==> src/rtl/melody_sequencer.sv <==
// Song-ROM driven melody sequencer: walks pitch/duration entries and hands the
// speaker datapath a half-period divider plus an amplitude for each note.
module melody_sequencer #(
    parameter int unsigned CLK_HZ   = 40000000,
    parameter int unsigned BEAT_CYC = 10000000,
    parameter int unsigned GAP_CYC  = 400000,
    parameter logic [15:0] VOLUME   = 16'h4000
) (
    input  logic        clk,
    input  logic        rst_n,
    input  logic        play,
    input  logic        pause,
    input  logic        stop,
    input  logic        loop_en,
    output logic [4:0]  rom_addr,
    input  logic [7:0]  rom_data,
    output logic [19:0] note_div,
    output logic [15:0] sound,
    output logic        busy,
    output logic        song_done
);
    localparam int unsigned AW = 5;
    localparam int unsigned DW = 20;
    localparam int unsigned SW = 16;
    localparam int unsigned CW = 24;
    localparam logic [AW-1:0] LAST_ADDR = '1;

    typedef enum logic [2:0] {IDLE, FETCH, LOAD, PLAY, PAUSED} state_t;

    // Divider table for C4..B4, rounded half-periods from micro-hertz frequencies.
    function automatic logic [12*DW-1:0] build_div_tab();
        logic [12*DW-1:0] tab;
        longint unsigned  f_uhz;
        tab = '0;
        for (int i = 0; i < 12; i++) begin
            case (i)
                0:       f_uhz = 64'd261625565;
                1:       f_uhz = 64'd277182631;
                2:       f_uhz = 64'd293664768;
                3:       f_uhz = 64'd311126984;
                4:       f_uhz = 64'd329627557;
                5:       f_uhz = 64'd349228231;
                6:       f_uhz = 64'd369994423;
                7:       f_uhz = 64'd391995436;
                8:       f_uhz = 64'd415304698;
                9:       f_uhz = 64'd440000000;
                10:      f_uhz = 64'd466163762;
                default: f_uhz = 64'd493883301;
            endcase
            tab[i*DW +: DW] = DW'((64'(CLK_HZ) * 64'd1000000 + f_uhz) / (64'd2 * f_uhz));
        end
        return tab;
    endfunction

    localparam logic [12*DW-1:0] DIV_TAB = build_div_tab();

    function automatic logic [DW-1:0] div_lookup(input logic [3:0] code);
        logic [3:0] idx;
        idx = code - 4'd1;
        return DIV_TAB[32'(idx) * DW +: DW];
    endfunction

    state_t        state, state_d, ret_state, ret_state_d;
    logic [CW-1:0] cnt, cnt_d;
    logic [3:0]    dur, dur_d;
    logic          rest, rest_d;
    logic [AW-1:0] addr_d;
    logic [DW-1:0] div_d;
    logic [SW-1:0] sound_d;
    logic          done_d;
    logic          finish_note, song_end;

    logic [3:0]    ld_pitch, ld_dur;
    logic          ld_rest;
    logic [CW-1:0] play_len, on_len;

    assign ld_pitch = rom_data[7:4];
    assign ld_dur   = rom_data[3:0];
    assign ld_rest  = (ld_pitch == 4'd0) || (ld_pitch > 4'd12);
    assign play_len = CW'(dur) * CW'(BEAT_CYC);
    assign on_len   = play_len - CW'(GAP_CYC);

    // Next-state and next-output logic; cnt holds the index of the PLAY cycle in progress.
    always_comb begin
        state_d     = state;
        ret_state_d = ret_state;
        cnt_d       = cnt;
        dur_d       = dur;
        rest_d      = rest;
        addr_d      = rom_addr;
        div_d       = note_div;
        sound_d     = '0;
        done_d      = 1'b0;
        finish_note = 1'b0;
        song_end    = 1'b0;

        if (stop) begin
            state_d = IDLE;
            addr_d  = '0;
            cnt_d   = '0;
        end else begin
            unique case (state)
                IDLE: begin
                    if (play) begin
                        state_d = FETCH;
                        addr_d  = '0;
                    end
                end
                FETCH: begin
                    if (pause) begin
                        state_d     = PAUSED;
                        ret_state_d = FETCH;
                    end else begin
                        state_d = LOAD;
                    end
                end
                LOAD: begin
                    if (pause) begin
                        state_d     = PAUSED;
                        ret_state_d = LOAD;
                    end else if (ld_dur == 4'd0) begin
                        song_end = 1'b1;
                    end else begin
                        dur_d   = ld_dur;
                        rest_d  = ld_rest;
                        cnt_d   = '0;
                        state_d = PLAY;
                        if (!ld_rest) begin
                            div_d   = div_lookup(ld_pitch);
                            sound_d = VOLUME;
                        end
                    end
                end
                PLAY: begin
                    if (pause) begin
                        // The current cycle still counts toward the note length.
                        state_d     = PAUSED;
                        ret_state_d = PLAY;
                        cnt_d       = cnt + CW'(1);
                    end else if (cnt == play_len - CW'(1)) begin
                        finish_note = 1'b1;
                    end else begin
                        cnt_d = cnt + CW'(1);
                        if (!rest && (cnt_d < on_len)) sound_d = VOLUME;
                    end
                end
                PAUSED: begin
                    if (play) begin
                        if ((ret_state == PLAY) && (cnt == play_len)) begin
                            finish_note = 1'b1;
                        end else begin
                            state_d = ret_state;
                            if ((ret_state == PLAY) && !rest && (cnt < on_len)) sound_d = VOLUME;
                        end
                    end
                end
                default: state_d = IDLE;
            endcase

            if (finish_note) begin
                if (rom_addr == LAST_ADDR) begin
                    song_end = 1'b1;
                end else begin
                    addr_d  = rom_addr + AW'(1);
                    state_d = FETCH;
                end
            end

            if (song_end) begin
                addr_d = '0;
                if (loop_en) begin
                    state_d = FETCH;
                end else begin
                    state_d = IDLE;
                    done_d  = 1'b1;
                end
            end
        end
    end

    always_ff @(posedge clk or negedge rst_n) begin
        if (!rst_n) begin
            state     <= IDLE;
            ret_state <= IDLE;
            cnt       <= '0;
            dur       <= '0;
            rest      <= 1'b1;
            rom_addr  <= '0;
            note_div  <= '0;
            sound     <= '0;
            busy      <= 1'b0;
            song_done <= 1'b0;
        end else begin
            state     <= state_d;
            ret_state <= ret_state_d;
            cnt       <= cnt_d;
            dur       <= dur_d;
            rest      <= rest_d;
            rom_addr  <= addr_d;
            note_div  <= div_d;
            sound     <= sound_d;
            busy      <= (state_d != IDLE);
            song_done <= done_d;
        end
    end

endmodule

==> config.mk <==
export PLATFORM = sky130hd
export DESIGN_NAME = melody_sequencer
export DESIGN_NICKNAME = d
export VERILOG_FILES = /design/src/rtl/melody_sequencer.sv
export SDC_FILE = /design/constraint.sdc
export NUM_CORES = 1
export LEC_CHECK = 0
export BUFFER_PORTS_ARGS = -buffer_cell sky130_fd_sc_hd__buf_4
export CORE_ASPECT_RATIO = 0.75
export CORE_MARGIN = 3
export CORE_UTILIZATION = 50
export CTS_BUF_LIST = sky130_fd_sc_hd__clkbuf_8
export DETAILED_ROUTE_END_ITERATION = 7
export PLACE_DENSITY = 0.78
export SETUP_SLACK_MARGIN = 0.15
export SYNTH_ARGS = -nofsm -noshare
export SYNTH_HDL_FRONTEND = slang
export SYNTH_SLANG_ARGS = --single-unit
==> constraint.sdc <==
create_clock -name clk -period 7.5 [get_ports clk]
set_input_delay 1.5 -clock clk [delete_from_list [all_inputs] [get_ports clk]]
set_output_delay 1.5 -clock clk [all_outputs]
set_load 0.02 [all_outputs]
* Word-level counts from Yosys, hierarchy flattened
Index checks and enable logic that the tools add are counted.
Storage, ports and cells: flip-flop bits (word level) 78, input bits 14, output and inout port bits 43, word-level logic and storage cells 110
Operators by class: $add $sub $neg 5, multipliers 2, order comparisons 3, eq/ne operators 14, shifts and indexed selects 1, multiplexer cells 55, bitwise gates (word level) 4, reduce and logical (&&, ||, !) cells 16
Operators with widths (number):
- $shiftx A240 B10 Y20 const A | 1
- $mux W15 | 10
- $mux W24 | 5
- $eq A24 B24 Y1 | 2
- $lt A24 B24 Y1 | 2
- $pmux W24 S2 | 1
- $pmux W15 S3 | 1
- $mux W3 | 14
- $mux W5 | 6
- $add A24 B1 Y24 const B | 1
- $sub A24 B1 Y24 const B | 1
- $sub A24 B19 Y24 const B | 1
- $mul A4 B17 Y17 const B | 1
- $mux W1 | 15
- $pmux W3 S5 | 1
- $reduce_and A5 Y1 | 2
- $eq A3 B2 Y1 const B | 3
- $pmux W3 S3 | 1
- $reduce_bool A3 Y1 | 3
- $logic_not A4 Y1 | 2
- $reduce_and A4 Y1 | 2
- $mul A4 B3 Y7 const B | 1
- $ne A2 B2 Y1 const B | 3
- $ne A3 B3 Y1 const B | 2
- 13 further kinds | 19

* Longest topological paths before layout
Gate-level depths: netlist (run 1).
word-level depth 12, mapped depth 23, depth with buffers taken out 22

* Least setup slack after synthesis (run 1)
Ideal clock, no wire load.
path kind register to register, start point register dur[1], end point register sound[14], setup time 99 ps, arrival 5014 ps, data required time 7401 ps, slack 2387 ps, stages on the path, launching flop included 20, path buffers 0, clock period less this slack 5113 ps, path through dfrtp_1 -> ha_1 -> ha_1 -> ha_1 -> fa_1 -> a211oi_4 -> nor2_1 -> o22a_2 -> and3_1 -> nand2b_1 -> o21ai_0 -> xnor2_1 -> ha_1 -> and3_1 -> o2111ai_1 -> nand2_1 -> maj3_1 -> maj3_1 -> a2111o_1 -> a311oi_1
On the way: word-level cells in the longest chain between the ends 9, elaborated cells between the ends (all ways) 18, classes of those cells add/sub (2); mul (1); order compare (2); eq/ne (2); mux (8); reduce/logical (3)
RTL lines:
- start, declared | line 65 | logic [3:0] dur, dur_d;
- start signal, assigned | line 197 | dur <= dur_d;
- $mul A4 B17 Y17 * | line 80 | assign play_len = CW'(dur) * CW'(BEAT_CYC);
- $sub A24 B19 Y24 | line 81 | assign on_len = play_len - CW'(GAP_CYC);
- $lt A24 B24 Y1, on equally long branches | line 153, 144
- $logic_and A1 B1 Y1, on equally long branches | line 153, 144
- $mux W15, on equally long branches | line 153, 144
- $mux W15, on equally long branches | line 149, 140
- $mux W15, on equally long branches | line 148, 135
- $pmux W15 S3 * | line 102 | unique case (state)
- $mux W15 * | line 97 | if (stop) begin
- via sound_d[14] | line 69 | logic [SW-1:0] sound_d;
- end signal, assigned | line 201 | sound <= sound_d;
- end, declared | line 18 | output logic [15:0] sound,
Mark *: on every way through the listed nets, which the timed path passes. The rest lies on a longest branch. A chain may end at the register's enable or synchronous reset.

* Worst setup path after layout (run 1)
start point register dur[2], end point register cnt[8]
On the way: word-level cells in the longest chain between the ends 5
RTL lines:
- $mul A4 B17 Y17 | line 80
- $sub A24 B1 Y24 | line 140 | end else if (cnt == play_len - CW'(1)) begin
- $eq A24 B24 Y1 | line 140
- $ne A4 B4 Y1 (no source line)
- $reduce_and A4 Y1 (no source line)
- end signal, assigned | line 196 | cnt <= cnt_d;
- end, declared | line 64 | logic [CW-1:0] cnt, cnt_d;
Every way passes these cells.

==> run_results.csv, run 1 <==
group,metric,value,unit
logic_synthesis,ys.flop_type,"dfrtp_1",
clock_network,cts-htree-levels,3,
logic_synthesis,ys.warnings.count,0,
flow_run,cap_violations,0,
timing,maxSlewHeadroom,0.212,
clock_network,clkLatencyLatePin,0.35,ns
floorplan,start_util,0.523,
critical_path,cpPeakStageDelay,0.54,ns
detailed_routing,drtAntennaViolNets,0,
finish,finalInstanceArea,0.00670,sq mm
critical_path,worstSetupPathType,"reg -> reg",
logic_synthesis,synth_edf_count,0,
timing,setup_tns,0,ns
clock_network,postCtsSetupBuffers,0,
detailed_routing,drc,0,
global_routing,grt_usage,0.225,
finish,drive_gt1_frac,0.119,
critical_path,slowest_stage,"dfrtp_1",
floorplan,die-height,102,microns
clock_network,cts.clk_slew.worst_paths,0.07,ns
timing,setup_ws,1.70,ns
pwr,ir_drop,0.221,mV
worst_hold_path,min_path_type,"reg -> reg",
placement,dp_cells,891,
finish,mostFrequentLayoutCell,"nand2_1",
floorplan,ios,57,
critical_path,crit_chain,"inv_1 > ha_1 > inv_1 > fa_1 > ha_1 > a211oi_4 > nor4_1 > nor4_4 > a21bo_2 > nor4_2 > xor2_1 > nor4_2 > nand2_2 > o221ai_2 > nor2b_2 > buf_4 > mux2_2",
logic_synthesis,async_reset_ff_frac,1.00,
detailed_routing,wl_met3,1230,microns
critical_path,critPathBufInv,3,
clock_network,hold_buffers,0,
logic_synthesis,synth_compound_area_frac,0.187,
outcome,outcome,"finished, final reports clean",
detailed_routing,vias,5451,
placement,portBuffers,38,
timing,period_needed,5.80,ns
detailed_routing,drt_iter0_markers,503,
clock_network,cts_buffer_depth,2,
logic_synthesis,synthTopCellsByArea,"dfrtp_1, ha_1, xnor2_1, nand2_1, xor2_1",
pwr,p_leak,3.10,nW
logic_synthesis,synth.largest_area_cell,"dfrtp_1",
placement,place.detailed.hpwl,12000,microns
logic_synthesis,syn_inst,722,
critical_path,cp_top_family,"simple AND/OR/NAND/NOR gates",
critical_path,startpoint_type,"flop",
detailed_routing,top_layer_used,"met4",
global_routing,grt_pass1_wl,25200,microns
logic_synthesis,muxShareOfSynthArea,0.0395,
timing,setup_viol,0,
pwr,p_per_area,450,mW/mm^2
critical_path,worst_setup_path_end_kind,"flop",
clock_network,clock_sinks,59,
clock_network,cts_buffers,9,
logic_synthesis,syn_area,0.00621,sq mm
placement,place_area,0.00647,sq mm
timing,finalCritPeriodShare,0.773,
detailed_routing,viasPerCell,6.01,
timing,drv_slew,0,
critical_path,path_max_fanout,18,
clock_network,cts_tree,"yes",
timing,final_hold_viol_count,0,
finish,area_growth,7.86,%
timing,skew,0.0124,ns
timing,tightest_slew,1.17,ns
global_routing,grt_pass1_vias,5146,
logic_synthesis,ys_seq_area_frac,0.238,
logic_synthesis,synth_top_family_by_area,"simple AND/OR/NAND/NOR gates",
finish,nNetsFinal,821,
logic_synthesis,synth-xor-area-share,0.102,
logic_synthesis,synth_cell_types,85,
floorplan,fp.dieW,135,microns
logic_synthesis,yosys.area_share.simple,0.230,
timing,max_freq,0.172,GHz
logic_synthesis,netlist.area_leader.share,0.234,
floorplan,core_area,0.0119,sq mm
finish,layout_common_cells,"nand2_1, ha_1, dfrtp_1",
global_routing,antenna_found_initial,0,
finish,diodes,0,
detailed_routing,routed_wl,15500,microns
pwr,total_power,3.01,mW
global_routing,overflow,0,
timing,rsz0062_at_grt,"no",
detailed_routing,route.detailed.wl_per_inst,17.1,microns
floorplan,std_cell_rows,34,
critical_path,critPathArrivalTime,6.03,ns
logic_synthesis,avgSynthCellArea,8.60,sq um
detailed_routing,met2_length,6780,microns
placement,pre_cts_slack,1.77,ns
logic_synthesis,ys_seq_elements,59,
detailed_routing,dr.pass1.iters,5,
detailed_routing,wl_met1,7330,microns
logic_synthesis,synth_fa_ha_area_frac,0.141,
clock_network,cts_resized,0,
critical_path,cp.required,7.73,ns
floorplan,dieArea,0.0138,sq mm
clock_network,clockRootBuffer,"clkbuf_8",
global_routing,grt_max_degree,60,
finish,finalNonFillerCells,907,
placement,gp_congestion,1.01,
## tightest hold or removal path, delay by kind of cell, from the launching register on
family	cells	cell delay [ns]
flops	1	0.35
compound gates	1	0.05
simple gates	1	0.05
## cells in the mapped netlist, types with 11 or more instances
master	instances
a21oi_1	30
and2_1	15
and3_1	14
buf_4	18
clkbuf_1	21
dfrtp_1	58
ha_1	65
inv_1	22
mux2i_1	11
nand2_1	70
nand3_1	23
nor2_1	57
nor2b_1	11
nor3_1	14
o21ai_0	41
xnor2_1	34
xor2_1	26
## sequential cells by signal, summed over array words and instances (netlist names)
| register | flops |
|---|---|
| busy | 1 |
| cnt | 24 |
| dur | 4 |
| note_div | 17 |
| rest | 1 |
| ret_state | 2 |
| rom_addr | 5 |
| song_done | 1 |
| sound | 1 |
| state | 3 |
## path summary, 6_finish.rpt
| kind | cells after the start | end | start | slack [ns] |
|---|---|---|---|---|
| worst max-delay path | 17 | cnt[8] | dur[2] | 1.70 |
| worst min-delay path | 2 | note_div[14] | note_div[14] | 0.48 |
| worst max register to register | 17 | cnt[8] | dur[2] | 1.70 |
| worst min register to register | 2 | note_div[14] | note_div[14] | 0.48 |
| max in group asynchronous | 1 | cnt[12] | rst_n | 5.77 |
| min in group asynchronous | 1 | rom_addr[4] | rst_n | 1.22 |
## routing by layer
layer | up-vias | GRT usage
met5 | - | 0
met4 | 0 | 0.0610
met3 | 23 | 0.0527
met2 | 227 | 0.339
met1 | 2585 | 0.326
li1 | 2616 | -
## per-stage QoR
step,utilization,hold slack (ns)
after CTS,0.564,0.489
after detailed placement,0.545,0.473
final,0.564,0.483
after global placement,0.545,0.470
after floorplan,-,0.470
after global routing,0.564,0.521
## area by class of cell
class	count	area [sq um]
clock buffer	11	151
clock inverter	5	76.3
fill	1026	5170
inverter	23	86.3
multi-input combinational	608	4410
sequential	59	1480
tap	162	203
timing repair buffer	39	293
## cells by family after synthesis
group           count (synthesis)
fa+ha+maj                      69
other cells                     1
simple gates                  270
xor+xnor                       65
compound gates                164
buf+inv                        72
flops                          59
mux                            22
## power by group
part           leakage (nW)  internal (mW)  switching (mW)
logic                  2.19          0.899            1.38
registers             0.791          0.354          0.0451
clock network         0.117          0.203           0.133
(Power assumes the default switching activity.)
==> run 2: changes to the inputs <==
==> constraint.sdc (replaced) <==
create_clock -name clk -period 5.7 [get_ports clk]
set_input_delay 1.14 -clock clk [delete_from_list [all_inputs] [get_ports clk]]
set_output_delay 1.14 -clock clk [all_outputs]
set_load 0.02 [all_outputs]
==> run 2 against run 1 <==
Compared with the run above: clock skew is 0.0031 ns higher; sequential power is 32% higher; first-iteration DRC count is 9.9% lower; largest cell class unchanged; highest routed layer unchanged.
==> run_results.csv, run 2 (same netlist as run 1, synthesis figures left out) <==
group,metric,value,unit
floorplan,die-height,102,microns
global_routing,overflow,0,
clock_network,cts_tree,"yes",
critical_path,critPathArrivalTime,5.67,ns
timing,period_needed,5.42,ns
critical_path,worst_setup_path_end_kind,"flop",
global_routing,grt_usage,0.242,
finish,nNetsFinal,831,
timing,drv_slew,0,
clock_network,clock_sinks,59,
finish,multi_input_area,0.00449,sq mm
timing,maxSlewHeadroom,0.280,
timing,skew,0.0155,ns
finish,diodes,0,
detailed_routing,drtAntennaViolNets,0,
timing,tightest_slew,1.07,ns
global_routing,antenna_found_initial,0,
detailed_routing,routed_wl,16500,microns
critical_path,r2r-start,"dur[1]",
floorplan,ios,57,
finish,largest-register,"cnt",
clock_network,cts.clk_slew.worst_paths,0.08,ns
placement,place_area,0.00651,sq mm
pwr,p_per_area,616,mW/mm^2
finish,final_util,0.576,
placement,gp_congestion,1.00,
global_routing,grt_max_degree,60,
detailed_routing,dr.pass1.iters,5,
finish,regArea,0.00148,sq mm
timing,finalCritPeriodShare,0.951,
pwr,total_power,4.21,mW
finish,area_growth,10.1,%
detailed_routing,vias,5567,
critical_path,path_max_fanout,8,
global_routing,grt_pass1_vias,5244,
pwr,p_leak,3.14,nW
timing,rsz0062_at_grt,"yes",
timing,max_freq,0.185,GHz
timing,setup_viol,0,
finish,largest_register_ffs,24,
detailed_routing,viasPerCell,6.07,
floorplan,start_util,0.523,
critical_path,worstSetupPathType,"reg -> reg",
floorplan,dieArea,0.0138,sq mm
detailed_routing,route.detailed.wl_per_inst,18.0,microns
outcome,outcome,"finished, final reports clean",
finish,drive_gt1_frac,0.150,
placement,portBuffers,38,
critical_path,cp-startpoint,"dur[1]",
detailed_routing,drc,0,
detailed_routing,drt_iter0_markers,453,
clock_network,cts_buffers,9,
clock_network,cts_buffer_depth,2,
finish,top_regs,"cnt (24), note_div (17), rom_addr (5)",
critical_path,cp.required,5.95,ns
critical_path,startpoint_type,"flop",
timing,final_hold_viol_count,0,
worst_hold_path,hp-start,"note_div[0]",
clock_network,clockRootBuffer,"clkbuf_8",
clock_network,cts-htree-levels,3,
floorplan,core_area,0.0119,sq mm
floorplan,std_cell_rows,34,
clock_network,clkLatencyLatePin,0.36,ns
placement,place.detailed.hpwl,12800,microns
floorplan,fp.dieW,135,microns
flow_run,cap_violations,0,
finish,mostFrequentLayoutCell,"nand2_1",
finish,finalInstanceArea,0.00684,sq mm
finish,layout_common_cells,"nand2_1, ha_1, nor2_1",
global_routing,grt_pass1_wl,26800,microns
pwr,ir_drop,0.393,mV
finish,fillers,1057,
worst_hold_path,min_path_type,"reg -> reg",
timing,setup_tns,0,ns
critical_path,reg2reg_slack,0.28,ns
==> run 2: changes by cell type in the layout (fill, tap and decap cells not counted), sizes merged <==
cell,previous run,this run
clkinv,2,1
inv,23,24
bufinv,2,1
clkbuf,11,10
clkinvlp,1,3
buf,39,49
==> run 2: report_power, final <==
part / switching (mW) / total (mW) / internal [mW]
Sequential: 0.0592 / 0.526 / 0.467
Clock: 0.194 / 0.407 / 0.214
Combinational: 1.94 / 3.28 / 1.34
Total: 2.19 / 4.21 / 2.02
==> run 2: stage by stage <==
step / hold slack [ns] / worst slack [ns] / std cells
6_report: 0.488 / 0.282 / 917
5_1_grt: 0.505 / 0.127 / 917
4_1_cts: 0.492 / 0.151 / 915
3_5_place_dp: 0.474 / 0.151 / 897
3_3_place_gp: 0.469 / 0.318 / 897
2_1_floorplan: 0.470 / 0.587 / 739
==> run 2: layout make-up <==
class | count | area share
flip-flops and latches | 59 | 0.217
multi-input cells | 608 | 0.658
inverters | 23 | 0.0126
well taps | 162 | 0.0297
repair buffers | 49 | 0.0538
clock inverters | 6 | 0.00952
clock buffers | 10 | 0.0201
==> run 2: worst paths after layout <==
check / endpoint / depth (start not counted)
worst max-delay path: sound[14] / 19
worst min-delay path: note_div[0] / 2
worst max register to register: sound[14] / 19
worst min register to register: note_div[0] / 2
max in group asynchronous: dur[3] / 1
min in group asynchronous: sound[14] / 1
==> run 2: routing by layer <==
layer  track usage  wire length [microns]
met3        0.0517                   1230
met5             0                      0
met4        0.0603                    246
met2         0.357                   6950
met1         0.362                   8110
==> run 2: repair_timing <==
item,4_1_cts,5_1_grt
buffers inserted,2,2
hold endpoints to repair,0,0
hold buffers,0,0
setup endpoints to repair,1,12
pin swaps,2,3
resized for setup,3,17
==> run 2: worst max-delay path, cell delays in order (launching register included) <==
cell	delay [ns]
dfrtp_2	0.48
ha_1	0.35
ha_1	0.29
ha_1	0.28
fa_2	0.44
a211oi_4	0.32
buf_4	0.19
o211ai_2	0.16
nand3_1	0.15
nor2b_1	0.41
xnor2_1	0.21
ha_1	0.29
nand2_1	0.07
nor2_1	0.04
a211oi_1	0.19
nand2_1	0.08
maj3_1	0.36
maj3_1	0.36
a2111o_1	0.42
a311oi_1	0.22
